`src/rtl/alu_pkg.sv`:
```
// Constants and helpers shared by the Kolache ALU blocks.
package alu_pkg;

  localparam int unsigned OperandWidth = 8;

  // Number of leaves in the smallest power-of-two tree with at least n inputs.
  function automatic int unsigned tree_leaves(input int unsigned n);
    int unsigned leaves;
    leaves = 1;
    while (leaves < n) leaves = leaves << 1;
    return leaves;
  endfunction

endpackage

```
`src/rtl/or_16x1_or2_cell.sv`:
```
// Two-input OR cell used as the building block of the reduction tree.
module or2_cell (
  input  logic x,
  input  logic y,
  output logic a
);

  assign a = x | y;

endmodule

```
`src/rtl/or_16x1.sv`:
```
// 2*WIDTH-input OR reduction with a registered result, valid strobe and sticky any-one flag.
module or_16x1
  import alu_pkg::*;
#(
  parameter int unsigned WIDTH = OperandWidth
) (
  input  logic             clk,
  input  logic             rst,
  input  logic [WIDTH-1:0] a,
  input  logic [WIDTH-1:0] b,
  input  logic             in_valid,
  input  logic             clr,
  output logic             y,
  output logic             y_q,
  output logic             out_valid,
  output logic             sticky
);

  localparam int unsigned NumIn  = 2 * WIDTH;
  localparam int unsigned Leaves = tree_leaves(NumIn);

  logic [NumIn-1:0] cat;
  // Heap layout: node 0 is the root, node k has children 2k+1 and 2k+2,
  // leaves occupy indices Leaves-1 .. 2*Leaves-2.
  logic [2*Leaves-2:0] node;

  assign cat = {a, b};

  for (genvar j = 0; j < Leaves; j++) begin : g_leaf
    if (j < NumIn) begin : g_used
      assign node[Leaves-1+j] = cat[j];
    end else begin : g_pad
      assign node[Leaves-1+j] = 1'b0;
    end
  end

  for (genvar k = 0; k < Leaves - 1; k++) begin : g_cell
    or2_cell u_or2 (
      .x (node[2*k+1]),
      .y (node[2*k+2]),
      .a (node[k])
    );
  end

  assign y = node[0];

  logic res_d, res_q;
  logic vld_d, vld_q;
  logic sticky_d, sticky_q;

  always_comb begin
    res_d    = in_valid ? y : res_q;
    vld_d    = in_valid;
    // Clear has priority over a same-cycle set.
    sticky_d = clr ? 1'b0 : (sticky_q | (in_valid & y));
  end

  always_ff @(posedge clk or posedge rst) begin
    if (rst) begin
      res_q    <= 1'b0;
      vld_q    <= 1'b0;
      sticky_q <= 1'b0;
    end else begin
      res_q    <= res_d;
      vld_q    <= vld_d;
      sticky_q <= sticky_d;
    end
  end

  assign y_q       = res_q;
  assign out_valid = vld_q;
  assign sticky    = sticky_q;

endmodule

```
`config.mk`:
```
export PLATFORM = sky130hd
export DESIGN_NAME = or_16x1
export DESIGN_NICKNAME = d
export VERILOG_FILES = /design/src/rtl/alu_pkg.sv /design/src/rtl/or_16x1_or2_cell.sv /design/src/rtl/or_16x1.sv
export SDC_FILE = /design/constraint.sdc
export NUM_CORES = 1
export LEC_CHECK = 0
export CORE_AREA = 2 2 39 41
export CTS_CLUSTER_DIAMETER = 200
export DETAILED_ROUTE_END_ITERATION = 12
export DIE_AREA = 0 0 41 43
export GPL_TIMING_DRIVEN = 0
export HOLD_SLACK_MARGIN = 0.08
export PLACE_DENSITY = 0.55
export SLEW_MARGIN = 20
export SYNTH_ARGS = -nofsm -noshare
export SYNTH_HDL_FRONTEND = slang
export SYNTH_SLANG_ARGS = --single-unit
```
`constraint.sdc`:
```
create_clock -name clk -period 1.9 [get_ports clk]
set_clock_uncertainty 0.15 [all_clocks]
set_input_delay 0.19 -clock clk [delete_from_list [all_inputs] [get_ports clk]]
set_output_delay 0.19 -clock clk [all_outputs]
set_load 0.005 [all_outputs]
```
# Yosys cells after proc, flatten, opt, wreduce, memory -nomap -nowiden
# Index checks and enable logic that the tools add are counted.
[totals]
regBits = 3
input_bits = 20
output_inout_bits = 4
word_cells = 21
[op_classes]
mux = 1
bitwise_logic = 17
[op_table]
columns = ["op", "n"]
rows = [
  ["$or A1 B1 Y1", 16],
  ["$and A1 B1 Y1", 1],
  ["$mux W1", 1],
]

# Logic depth before layout (Yosys ltp)
[logic_depth]
depth_word = 7
mapped_depth = 3
ltp_nobuf = 3

# Hierarchy
# From an unflattened synthesis, not the netlist that was laid out.
[unflattened]
hier_cells = 22
hier_area_um2 = 196.4
[modules_own_cells]
columns = ["module", "n_inst", "cells_per_inst", "area_per_inst_um2", "seq_area_each_um2"]
rows = [
  ["or_16x1", 1, 7, 102.6, 75.1],
  ["or2_cell", 15, 1, 6.3, 0.0],
]

# Worst setup path after synthesis
# Ideal clock, no wire load.
[synth_timing]
kind = "input-to-output"
start = "in b[0]"
end = "out y"
t_arrival_ns = 0.707
required_ns = 1.560
path_slack_ns = 0.853
cell_stages = 3
path_cell_list = "nor4_1 > and4_1 > inv_1"
[synth_between]
elab_chain_cells = 4
[synth_rtl]
columns = ["element", "line_no", "source"]
rows = [
  ["from (decl)", "or_16x1.sv:10", "input logic [WIDTH-1:0] b,"],
  ["$or A1 B1 Y1 (4 in a row)", "or_16x1_or2_cell.sv:8", "assign a = x | y;"],
  ["to (decl)", "or_16x1.sv:13", "output logic y,"],
]
# Every way passes these cells.

# Worst setup path after layout
[layout_timing]
start = "in a[4]"
end = "out y"
[layout_between]
elab_chain_cells = 4
[layout_rtl]
columns = ["element", "line_no", "source"]
rows = [
  ["from (decl)", "or_16x1.sv:9", "input logic [WIDTH-1:0] a,"],
  ["$or A1 B1 Y1 (4 in a row)", "or_16x1_or2_cell.sv:8", ""],
]
# Every way passes these cells.

==> metrics.txt <==
sequential area share after synthesis 53.10%; CTS tree built; Clock Tree Buf Depth 2; Hold WC Path Type in2reg; final wirelength 518 um; total global-route track usage 6.820%; die height 43 um; relative slew slack 85.45%; Gate Count Post-Synth 15; Slew Limit Fails 0; # setup viols final 0; drt wl/cell 8.633 um; leak pwr 0.1668 nW; routability congestion estimate 0.5849; grt ovf 0; #FFs+latches synth 3; Clock transition at path regs 0.03 ns; minimum clock period 1.727 ns; DRT antenna net count 0; required time of the critical path 1.56 ns; RSZ-0062 raised after global routing false; CP startpoint kind input port; row count 14; ANT cells 0; CP arrival 1.39 ns; status finished clean; final worst slack 0.1729 ns; Initial DRC Count 0; DRC Markers 0; nets@finish 65; chip width 41 um; average size of a mapped cell 9.426 um2; core area 1384 um2; clock latency on the worst-skew pair 0.23 ns; crit path kind in2out; Synth Net Count 35; post-place setup slack -0.08383 ns; Synth cell types 8; max frequency 0.5790 GHz; fill count 161; IO buf count 23; Synth Warn # 0; Tcrit/Tclk final 90.90%; Pwr Density 532.3 nW/um2; first-pass GRT wire length 786 um; Clock Sink Count 3; cts bufs inserted 3; Syn Std Cell Area 141.4 um2; Setup TNS 0 ns; layout cells sized above 1 9.091%; number of global-route vias before repair 235; Initial Util 10.22%; Worst-Margin Slew 0.2162 ns; I/O pin count 24; root buffer cell clkbuf_4; htree depth 1; drt pass-1 iters 1; pin count of the biggest net entering global routing 5; Max Cap Viol 0; Critical Path End Type output pin; Vias 228; crit path max fanout 2; Layout Area Growth over Synthesis 207.1%; number of antenna violations at the first check in global routing 0; Via density 3.800; Final Hold Vio Count 0; VDD IR-drop max 0.1413 mV; die area 1763 um2
-- sequential cells by signal, summed over array words and instances (netlist names) --
signal     cells
y_q            1
out_valid      1
sticky         1
-- through the flow --
step | power (mW) | hold slack, ns | instances | area (um2) | util, %
after floorplan | 0.07460 | -0.2064 | 15 | 141.4 | -
after global placement | 0.1209 | 0.2218 | 54 | 391.6 | 28.30
after detailed placement | 0.1219 | 0.2181 | 54 | 391.6 | 28.30
after CTS | 0.2398 | 0.3495 | 60 | 434.2 | 31.37
after global routing | 0.2485 | 0.3504 | 60 | 434.2 | 31.37
final | 0.2311 | 0.3517 | 60 | 434.2 | 31.37
-- critical path, cell delays in order --
cell	delay (ns)
clkdlybuf4s50_1	0.39
nor4_1	0.26
and4_1	0.25
inv_1	0.04
dlygate4sd2_1	0.25
-- metal layers --
layer	global-route usage, %	share of wire [%]	vias up
met1	6.731	33	93
met2	10.63	51	22
met4	8.000	0	0
met3	0.5236	17	0
met5	0	0	-
li1	-	-	113
-- area by class of cell --
class / instances / area [um2] / share of cell area, %
clock buffers: 4 / 26.28 / 6.052
inverters: 3 / 11.26 / 2.594
multi-input cells: 9 / 55.05 / 12.68
flip-flops and latches: 3 / 75.07 / 17.29
well taps: 16 / 20.02 / 4.611
repair buffers: 25 / 246.5 / 56.77
-- cell usage after synthesis --
master / instances / area share, %
nor2_1: 1 / 2.7
a21oi_1: 1 / 3.5
and4_1: 1 / 6.2
dfrtp_1: 3 / 53
o22ai_1: 1 / 4.4
nand2b_1: 1 / 4.4
inv_1: 3 / 8.0
nor4_1: 4 / 18
-- repair_timing --
item,in CTS,in global routing
hold buffers,1,0
gates resized for setup,1,0
setup endpoints to repair,1,0
setup buffers,1,0
endpoints found under the hold margin,3,0
-- worst paths after layout --
| path | from | to | slack (ns) | cells past startpoint |
|---|---|---|---|---|
| min | in_valid | out_valid$_DFF_PP0_ | 0.35 | 1 |
| max reg2reg | y_q$_DFFE_PP0P_ | y_q$_DFFE_PP0P_ | 1.12 | 2 |
| max in group asynchronous | rst | out_valid$_DFF_PP0_ | 0.92 | 3 |
| max | a[4] | y | 0.17 | 5 |
| min reg2reg | y_q$_DFFE_PP0P_ | y_q$_DFFE_PP0P_ | 0.37 | 2 |
| min in group asynchronous | rst | sticky$_DFF_PP0_ | 0.54 | 3 |
-- cell usage in the layout, fill, tap and decap left out --
| master | synthesis | layout |
|---|---|---|
| a21oi_1 | 1 | 1 |
| and4_1 | 1 | 1 |
| buf_4 | 0 | 1 |
| clkbuf_1 | 0 | 1 |
| clkbuf_4 | 0 | 3 |
| clkdlybuf4s50_1 | 0 | 22 |
| dfrtp_1 | 3 | 3 |
| dlygate4sd2_1 | 0 | 1 |
| dlygate4sd3_1 | 0 | 1 |
| inv_1 | 3 | 3 |
| nand2b_1 | 1 | 1 |
| nor2_1 | 1 | 1 |
| nor4_1 | 4 | 4 |
| o22ai_1 | 1 | 1 |
-- cell families after synthesis --
group / after synthesis / synth area share (%)
and+or+nand+nor: 7 / 30.97
DFF: 3 / 53.10
buffers and inverters: 3 / 7.964
AOI/OAI and AO/OA: 2 / 7.964
-- power breakdown --
| part | leakage (nW) | internal [mW] | switching (mW) |
|---|---|---|---|
| combinational | 0.119 | 0.0428 | 0.0111 |
| clock | 0.0150 | 0.0785 | 0.0303 |
| sequential | 0.0325 | 0.0673 | 0.00111 |
| total | 0.167 | 0.189 | 0.0426 |
(Power assumes the default switching activity.)
